### config.mk
export PLATFORM = sky130hd
export DESIGN_NAME = soc_reset_sequencer
export DESIGN_NICKNAME = d
export VERILOG_FILES = /design/src/rtl/soc_reset_sequencer.sv
export SDC_FILE = /design/constraint.sdc
export NUM_CORES = 1
export LEC_CHECK = 0
export ABC_AREA = 1
export CAP_MARGIN = 5
export CORE_ASPECT_RATIO = 1.75
export CORE_MARGIN = 2
export CORE_UTILIZATION = 30
export CTS_CLUSTER_SIZE = 25
export DETAILED_ROUTE_END_ITERATION = 7
export GPL_TIMING_DRIVEN = 0
export SYNTH_ARGS = -nofsm -noshare
export SYNTH_HDL_FRONTEND = slang
export SYNTH_SLANG_ARGS = --single-unit
### constraint.sdc
create_clock -name clk -period 1.37 [get_ports clk]
set_clock_uncertainty 0.2 [all_clocks]
set_input_delay 0.137 -clock clk [delete_from_list [all_inputs] [get_ports clk]]
set_output_delay 0.137 -clock clk [all_outputs]
set_load 0.01 [all_outputs]
### src/rtl/soc_reset_sequencer.sv
// soc_reset_sequencer: button debounce, clock-enable divider and SoC reset sequencing; optional watchdog via RESET_WATCHDOG_EN
module soc_reset_sequencer #(
  parameter int DEBOUNCE_CYCLES = 1000000,
  parameter int HOLD_CYCLES = 16,
  parameter int CLK_DIV = 2,
  parameter int WDT_CYCLES = 50000000
) (
  input  logic       clk,
  input  logic       rst_n,
  input  logic       btn_i,
  input  logic       kick_i,
  output logic       clk_en_o,
  output logic       soc_rst_n_o,
  output logic [1:0] state_o,
  output logic [1:0] reset_cause_o
);
  localparam int DW = $clog2(DEBOUNCE_CYCLES + 1);
  localparam int HW = $clog2(HOLD_CYCLES + 1);
  localparam int VW = $clog2(CLK_DIV + 1);
  typedef enum logic [1:0] {ASSERT = 2'b00, HOLD = 2'b01, RUN = 2'b10, BTN = 2'b11} state_t;
  state_t state, state_n;
  logic [1:0] sync, cause_n;
  logic btn_s, btn_db;
  logic [DW-1:0] db_cnt;
  logic [HW-1:0] hold_cnt;
  logic [VW-1:0] div_cnt;
  assign btn_s = sync[1];
  assign state_o = state;
  // two-flop synchroniser followed by a stability counter on the button
  always_ff @(posedge clk or negedge rst_n)
    if (!rst_n) begin
      sync <= '0;
      btn_db <= 1'b0;
      db_cnt <= '0;
    end else begin
      sync <= {sync[0], btn_i};
      if (btn_s == btn_db) db_cnt <= '0;
      else if (db_cnt == DW'(DEBOUNCE_CYCLES - 1)) begin
        btn_db <= btn_s;
        db_cnt <= '0;
      end else db_cnt <= db_cnt + 1'b1;
    end
  // free-running divider producing a one-cycle enable every CLK_DIV cycles
  always_ff @(posedge clk or negedge rst_n)
    if (!rst_n) begin
      div_cnt <= '0;
      clk_en_o <= 1'b0;
    end else begin
      div_cnt <= (div_cnt == VW'(CLK_DIV - 1)) ? '0 : div_cnt + 1'b1;
      clk_en_o <= (div_cnt == VW'(CLK_DIV - 1));
    end
  // hold counter is zero outside HOLD, so it is cleared on every entry
  always_ff @(posedge clk or negedge rst_n)
    if (!rst_n) hold_cnt <= '0;
    else hold_cnt <= (state != HOLD) ? '0 : hold_cnt + HW'(clk_en_o);
`ifdef RESET_WATCHDOG_EN
  localparam int WW = $clog2(WDT_CYCLES + 1);
  logic [WW-1:0] wdt_cnt;
  // watchdog counts unkicked RUN cycles and idles at zero elsewhere
  always_ff @(posedge clk or negedge rst_n)
    if (!rst_n) wdt_cnt <= '0;
    else wdt_cnt <= (state != RUN || kick_i) ? '0 : wdt_cnt + 1'b1;
`else
  logic unused_kick;
  assign unused_kick = kick_i ^ (WDT_CYCLES > 0);
`endif
  // next state and sticky cause; a debounced button overrides everything
  always_comb begin
    state_n = state;
    cause_n = reset_cause_o;
    case (state)
      ASSERT: state_n = HOLD;
      HOLD: if (clk_en_o && hold_cnt == HW'(HOLD_CYCLES - 1)) state_n = RUN;
      RUN: begin
`ifdef RESET_WATCHDOG_EN
        if (!kick_i && wdt_cnt == WW'(WDT_CYCLES - 1)) begin
          state_n = ASSERT;
          cause_n = 2'b10;
        end
`endif
      end
      BTN: if (!btn_db) state_n = HOLD;
    endcase
    if (btn_db && state != BTN) begin
      state_n = BTN;
      cause_n = 2'b01;
    end
  end
  // state, SoC reset and cause registers update on the same edge
  always_ff @(posedge clk or negedge rst_n)
    if (!rst_n) begin
      state <= ASSERT;
      soc_rst_n_o <= 1'b0;
      reset_cause_o <= 2'b00;
    end else begin
      state <= state_n;
      soc_rst_n_o <= (state_n == RUN);
      reset_cause_o <= cause_n;
    end
endmodule

[Word-level counts from Yosys, hierarchy flattened]
Index checks and enable logic that the tools add are counted.
Storage, ports and cells
  register bits: 35
  input bits: 4
  output and inout bits: 6
Operators by class
  reduce and logical (&&, ||, !) cells: 4
  bitwise operators: 1
  multiplexer cells: 8
  $add $sub $neg: 3
  equal/unequal tests: 9
Operators by type and width (number)
  $mux W20: 2
  $add A20 B1 Y20 const B: 1
  $eq A20 B20 Y1 const B: 1
  $mux W2: 4
  $pmux W2 S3: 1
  $add A5 B1 Y5: 1
  $eq A5 B4 Y1 const B: 1
  $mux W5: 1
  $eq A2 B1 Y1 const B: 2
  $eq A2 B2 Y1 const B: 2
  $add A2 B1 Y2 const B: 1
  $logic_and A1 B1 Y1: 2
  $logic_not A2 Y1: 1
  $ne A2 B1 Y1 const B: 1
  $ne A2 B2 Y1 const B: 1
  $reduce_and A2 Y1: 1
  $eq A1 B1 Y1: 1
  $not A1 Y1: 1

[Depth between registers and ports, before layout]
Gate-level depths: netlist (run 1).
  word-level depth: 6
  depth in mapped cells: 9
  depth with buffers taken out: 9

[Worst setup path after synthesis (run 1)]
Ideal clock, no wire load.
  kind: register -> register
  start: reg db_cnt[0]
  end: reg db_cnt[18]
  path buffers: 0
  data arrival time: 1.191 ns
  path slack: -0.137 ns
  data required time: 1.053 ns
  stages on the path, launching flop included: 9
  library setup time: 0.117 ns
  cells stage by stage: dfrtp_1 ha_1 nand2_2 nor3_4 nand3_2 nand2_2 inv_2 nand2_1 nor2_1
Between the ends
  longest elaborated chain between the ends: 3
  elaborated cells on any way between the ends: 4
RTL lines
  from (decl): RTL line 24  | logic [DW-1:0] db_cnt;
  from (signal assigned): RTL line 41  | end else db_cnt <= db_cnt + 1'b1;
  $add A20 B1 Y20 or $eq A20 B20 Y1 (tied branches): RTL line 41, 38
  $mux W20 *: RTL line 38  | else if (db_cnt == DW'(DEBOUNCE_CYCLES - 1)) begin
  $mux W20 *: RTL line 37  | if (btn_s == btn_db) db_cnt <= '0;
Every way passes the cells marked *; elsewhere a longest branch is shown, timed or not.
A chain may end at the register's enable or synchronous reset.

[Worst setup path after layout (run 1)]
  start: reg db_cnt[0]
  end: reg db_cnt[6]
The elaborated chain is that of the path after synthesis.

==> results of run 1 <==
==> power by group <==
part | internal [mW] | switching [mW]
clock network | 0.589 | 0.375
registers | 1.04 | 0.0125
logic | 0.0384 | 0.0523
total | 1.67 | 0.440
==> through the flow <==
step	hold slack [ns]	instance area, sq um	setup TNS, ns	total power [mW]	utilization, %
finish	0.0878	2410	-2.05	2.11	43.2
global route	0.0857	2410	-4.00	2.18	43.2
CTS	0.0793	2150	-1.89	2.11	38.4
detailed placement	0.0653	1910	-2.31	1.13	34.2
global placement	0.132	1910	-30.94	1.13	34.3
floorplan	-0.359	1750	-0.283	1.10	-
==> placed cells by master, fill, tap and decap left out, types with 2 or more instances in the layout <==
cell type / count
a21oi_1: 3
buf_4: 16
buf_6: 6
clkbuf_8: 6
dfrtp_1: 30
dfrtp_2: 5
dlygate4sd2_1: 4
ha_4: 3
inv_1: 24
inv_2: 4
inv_4: 2
nand2_1: 33
nand2_2: 9
nand2_4: 4
nand3_1: 4
nand3_2: 2
nor2_1: 39
nor2_2: 8
nor2_4: 10
nor3_1: 3
nor3_2: 4
xor2_1: 9
==> layer usage <==
metal | routed length (microns) | global-route usage [%] | up-vias | share of wire (%)
met5 | 0 | 0 | - | 0
met3 | 75 | 3.84 | 12 | 2.1
li1 | - | - | 698 | -
met2 | 2110 | 22.0 | 17 | 59
met4 | 118 | 4.10 | 0 | 3.3
met1 | 1290 | 11.8 | 675 | 36
==> worst reg2reg max path, stage by stage, from the launching register on <==
cell and delay (ns):
dfrtp_2 0.41, ha_4 0.16, nand2_4 0.07, nor3_4 0.14, nand3_2 0.14, nand2_4 0.16
buf_6 0.12, nor3_2 0.03
==> sequential cells by signal, indices dropped and copies added (netlist names) <==
register / cells
db_cnt: 20
hold_cnt: 5
div_cnt: 2
state_o: 2
sync: 2
btn_db: 1
clk_en_o: 1
reset_cause_o: 1
soc_rst_n_o: 1
==> cell type report <==
class / count / area, sq um / share of cell area (%)
timing repair buffer: 29 / 253 / 10.5
tap: 76 / 95.1 / 3.94
buffer: 1 / 7.51 / 0.311
clock buffer: 6 / 82.6 / 3.42
inverter: 30 / 118 / 4.87
multi-input combinational: 144 / 941 / 39.0
clock inverter: 2 / 35.0 / 1.45
sequential: 35 / 882 / 36.5
==> what timing repair did <==
action                     4_1_cts  5_1_grt
resized for setup               20       46
setup buffers                    8       13
hold endpoints to repair        35        0
pin swaps                        6       17
hold buffers                     1        0
setup endpoints to repair       27       24
==> path summary, 6_finish.rpt <==
path / start / end / slack, ns
max: db_cnt[0]$_DFF_PN0_ / db_cnt[6]$_DFF_PN0_ / -0.17
min: btn_i / sync[0]$_DFF_PN0_ / 0.09
max reg2reg: db_cnt[0]$_DFF_PN0_ / db_cnt[6]$_DFF_PN0_ / -0.17
min reg2reg: sync[0]$_DFF_PN0_ / sync[1]$_DFF_PN0_ / 0.16
max in group asynchronous: rst_n / db_cnt[9]$_DFF_PN0_ / 0.41
min in group asynchronous: rst_n / div_cnt[0]$_DFF_PN0_ / 0.17
==> kinds of logic (layout without fill, tap and decap cells) <==
group                    count (synthesis)  after routing
AO/OA/AOI/OAI                            7              7
other                                    1              1
buffers and inverters                   31             68
XOR/XNOR                                12             12
adder cells (fa/ha/maj)                  3              3
AND/OR/NAND/NOR                        121            121
flip-flops                              35             35
==> qor.yml, run 1 <==
final_layout_size_suffix_gt1_share_pct: 36.0
cp-start-kind: "flip-flop"
power_density_mw_per_mm2: 874
root_buffer: "clkbuf_8"
netlist_area_sq_mm: 0.00173
synth-compound-area-share_pct: 2.16
route.detailed.drc: 0
initial_core_util_pct: 31.0
drt_iter0_drc: 19
synth_top_area_share_pct: 50.5
post_drt_wl_per_cell_microns: 11.2
finalHoldViolCount: 0
post-route-period-util_pct: 113
cp.required_ns: 1.34
synth-simple-area-share_pct: 32.0
outcome: "finished, violations left"
vias: 1402
ant_nets: 0
postSynth.asyncResetShare_pct: 100
violations: "setup timing"
synth_nets: 217
synth_top_family_by_area: "simple AND/OR/NAND/NOR gates"
synth_cells: 210
cp_max_fo: 6
grt_usage_pct: 12.0
worstSetupPathType: "flip-flop to flip-flop"
die_h_microns: 105
num_rows: 36
endpoint_kind: "flip-flop"
portBuffers: 7
place.gp.congestion: 0.817
die-width_microns: 61.5
slew_violations: 0
leakage_nw: 1.08
crit_top_cell: "nand2_4"
rr_worst_depth: 7
final_cells: 323
maxCapViolCount: 0
max-vdd-ir-drop_uv: 490
grt_pass1_vias: 1414
cp.depth: 7
dieArea_sq_mm: 0.00643
fmax_mhz: 649
synth_edf_count: 0
layout_setup_ws_ns: -0.172
vias_per_cell: 4.34
synth_mux_area_share_pct: 0
first_pass_iters: 4
overflow: 0
dp.cells: 293
ys_ff_latch: 35
worstHoldPathType: "primary input to flip-flop"
synth-seq-area-share_pct: 50.5
clk_pin_slew_ns: 0.07
worstSkewPairLatency_ns: 0.28
synth_xor_xnor_area_share_pct: 6.06
antenna_found_initial: 0
nets: 253
yosys_warnings: 0
grt_start_max_net_pins: 36
cts_buffer_depth: 2
path_cells: "ha_4 > nand2_4 > nor3_4 > nand3_2 > nand2_4 > buf_6 > nor3_2"
syn_to_final_growth_pct: 39.2
num-fill-cells: 581
hpwl_microns: 2380
min_period_ns: 1.54
cpLargestDelayFamily: "simple AND/OR/NAND/NOR gates"
core_sq_mm: 0.00559
synthTopCellsByArea: "dfrtp_1 51%, nor2_1 11%, nand2_1 8.4%"
ys.flop_type: "dfrtp_1"
ios: 10
synthAdderAreaFrac_pct: 2.16
htreeDepth: 2
worstPathArrival_ns: 1.51
cpPeakStageDelay_ns: 0.41
holdPathStages: 1
crit_path_top_delay_cell: "dfrtp_2"
rsz0062_at_grt: "yes"
post-place-ws_ns: -0.203
yosys.area.top_type: "dfrtp_1"
grt_pass1_wl_microns: 5800
cts_tree: "built"
antenna_cells: 0
synth.avg_cell_area_sq_um: 8.26
drt-total-wl_microns: 3600
worstPathBufferInverterCount: 1
numClockSinks: 35
synth_common_cells: "50 x nor2_1, 39 x nand2_1, 35 x dfrtp_1"
synth.distinct_cells: 24
finalSetupViolations: 17
cts_buffers: 5
synth_most_common_cell: "nor2_1"
Power figures use the tool's default switching activity.
==> run 2, diff against run 1 <==
- CORE_UTILIZATION: 30 -> 45
- PLACE_DENSITY: not set -> 0.65
==> qor.yml, run 2 (synthesis gave the netlist of run 1 again) <==
r2r_end: "db_cnt[3]$_DFF_PN0_"
overflow: 0  # unchanged
power_density_mw_per_mm2: 887  # +1.5%
cts_tree: "built"
clk_pin_slew_ns: 0.07  # about the same
worstSkewPairLatency_ns: 0.28  # about the same
max-vdd-ir-drop_uv: 648  # +32%
vias: 1335  # -4.8%
path_cells: "ha_4 > nand2_4 > nor3_4 > nand3_2 > nand2_4 > buf_12 > nor2_4"
cts_buffers: 5  # unchanged
maxCapViolCount: 0  # unchanged
endpoint: "db_cnt[3]$_DFF_PN0_"
slew_violations: 0  # unchanged
cp_max_fo: 5  # -1
cpPeakStageDelay_ns: 0.42  # about the same
ant_nets: 0  # unchanged
antenna_found_initial: 0  # unchanged
regArea_sq_um: 880  # -0.28%
root_buffer: "clkbuf_8"
crit_path_top_delay_cell: "dfrtp_2"
endpoint_kind: "flip-flop"
finalHoldViolCount: 0  # unchanged
stdcell_area_sq_mm: 0.00222  # -8.1%
drt_iter0_drc: 27  # +8
crit-reg2reg-launch: "db_cnt[0]$_DFF_PN0_"
syn_to_final_growth_pct: 27.9
grt_usage_pct: 16.2  # +4.3 points
portBuffers: 7  # unchanged
final_common_cell: "nor2_1"
grt_pass1_wl_microns: 5320  # -8.3%
cp-start-kind: "flip-flop"
ff2ff_setup_slack_ns: -0.16  # about the same
hpwl_microns: 2210  # -7.3%
core_sq_mm: 0.00366  # -34%
multiInputGateArea_sq_um: 896  # -4.8%
largest_reg_flops: 20  # unchanged
top_register: "db_cnt"
nets: 242  # -4.3%
cts_buffer_depth: 2  # unchanged
rsz0062_at_grt: "yes"
ios: 10  # unchanged
violations: "setup timing"
finalSetupTns_ns: -1.90  # +0.141 ns
min_period_ns: 1.53  # -0.0111 ns
dieArea_sq_mm: 0.00439  # -32%
route.detailed.drc: 0  # unchanged
die-width_microns: 50.9  # -17%
die_h_microns: 86.1  # -18%
post_dp_cell_area_sq_mm: 0.00187  # -2.0%
place.gp.congestion: 0.804  # -1.6%
htreeDepth: 2  # unchanged
worstPathArrival_ns: 1.51  # about the same
cp.required_ns: 1.35  # about the same
leakage_nw: 1.02  # -5.7%
worstSetupPathType: "flip-flop to flip-flop"
crit_start: "db_cnt[0]$_DFF_PN0_"
vias_per_cell: 4.73  # +9.1%
grt_start_max_net_pins: 36  # unchanged
num-fill-cells: 320  # -45%
num_rows: 29  # -19%
drt-total-wl_microns: 3190  # -12%
layout_setup_ws_ns: -0.161  # +0.0111 ns
post_drt_wl_per_cell_microns: 11.3  # +1.3%
finalSetupViolations: 17  # unchanged
post-route-period-util_pct: 112  # -0.81 points
layout.cells.most_common_list: "42 x nor2_1, 33 x nand2_1, 32 x dfrtp_1"
numClockSinks: 35  # unchanged
antenna_cells: 0  # unchanged
worstHoldPathType: "primary input to flip-flop"
grt_pass1_vias: 1237  # -13%
top_regs: "db_cnt: 20 flops, hold_cnt: 5 flops"
rr_worst_depth: 7  # unchanged
first_pass_iters: 4  # unchanged
initial_core_util_pct: 47.3  # +16 points
crit_top_cell: "nand2_4"
final_layout_size_suffix_gt1_share_pct: 28.0  # -8.1 points
outcome: "finished, violations left"
fmax_mhz: 653  # +0.73%
## run 2: cell types whose count changed in the layout (fill, tap and decap cells not counted), moves of 3 or more
cell    delta
buf_4      -6
buf_6      -6
inv_1      +3
nor2_1     +3
nor2_2     -3
nor3_1     +3
nor3_2     -3
## run 2: area by class of cell
class | instances | share of cell area, %
repair buffers | 18 | 7.16
clock buffers | 7 | 4.34
inverters | 30 | 5.19
multi-input cells | 144 | 40.4
plain buffers | 1 | 0.338
clock inverters | 1 | 0.338
well taps | 46 | 2.59
flip-flops and latches | 35 | 39.7
## run 2: worst max-delay path: cells and delay by family, from the launching register on
family        cells  cell delay, ns
buf+inv           1            0.13
simple gates      5            0.52
flops             1            0.42
fa+ha+maj         1            0.16
## run 2: how the worst min path moves through the flow
stage,start,end,slack [ns],cells past startpoint
floorplan,rst_n,btn_db$_DFFE_PN0P_,-0.36,0
global placement,sync[0]$_DFF_PN0_,sync[1]$_DFF_PN0_,0.13,0
detailed placement,rst_n,div_cnt[0]$_DFF_PN0_,0.06,1
CTS,btn_i,sync[0]$_DFF_PN0_,0.08,1
global route,btn_i,sync[0]$_DFF_PN0_,0.07,1
finish,btn_i,sync[0]$_DFF_PN0_,0.09,1
## run 2: routing by layer
metal	GRT usage, %	vias up	wire length [microns]	part of all wire (%)
li1	-	678	-	-
met1	17.8	632	1310	41
met2	28.1	16	1710	54
met3	3.66	9	66	2.1
met4	9.09	0	99	3.1
met5	0	-	0	0
## run 2: where the power goes
| part | switching [mW] | internal [mW] |
|---|---|---|
| clock | 0.368 | 0.457 |
| sequential | 0.0140 | 1.04 |
| combinational | 0.0519 | 0.0328 |
| total | 0.434 | 1.53 |
## run 2: timing repair
action / CTS / global route
resized for setup: 13 / 31
endpoints found under the setup margin: 25 / 24
endpoints found under the hold margin: 35 / 0
setup buffers: 2 / 8
hold buffers: 1 / 0
pin swaps: 5 / 11
## run 2: stage by stage
step | instances | util (%) | power (mW) | hold WS (ns) | setup WS, ns
6_report | 282 | 60.5 | 1.97 | 0.0869 | -0.161
5_1_grt | 282 | 60.5 | 2.05 | 0.0746 | -0.251
4_1_cts | 274 | 55.4 | 1.97 | 0.0786 | -0.176
3_5_place_dp | 263 | 51.1 | 1.13 | 0.0607 | -0.200
3_3_place_gp | 263 | 51.2 | 1.13 | 0.132 | -0.829
2_1_floorplan | 210 | - | 1.10 | -0.359 | -0.0508
==> run 3, diff against run 2 <==
- GPL_ROUTABILITY_DRIVEN: not set -> 0
- SLEW_MARGIN: not set -> 5
==> results of run 3 <==
No change in the layout: final DEF, timing and power equal those of run 2.
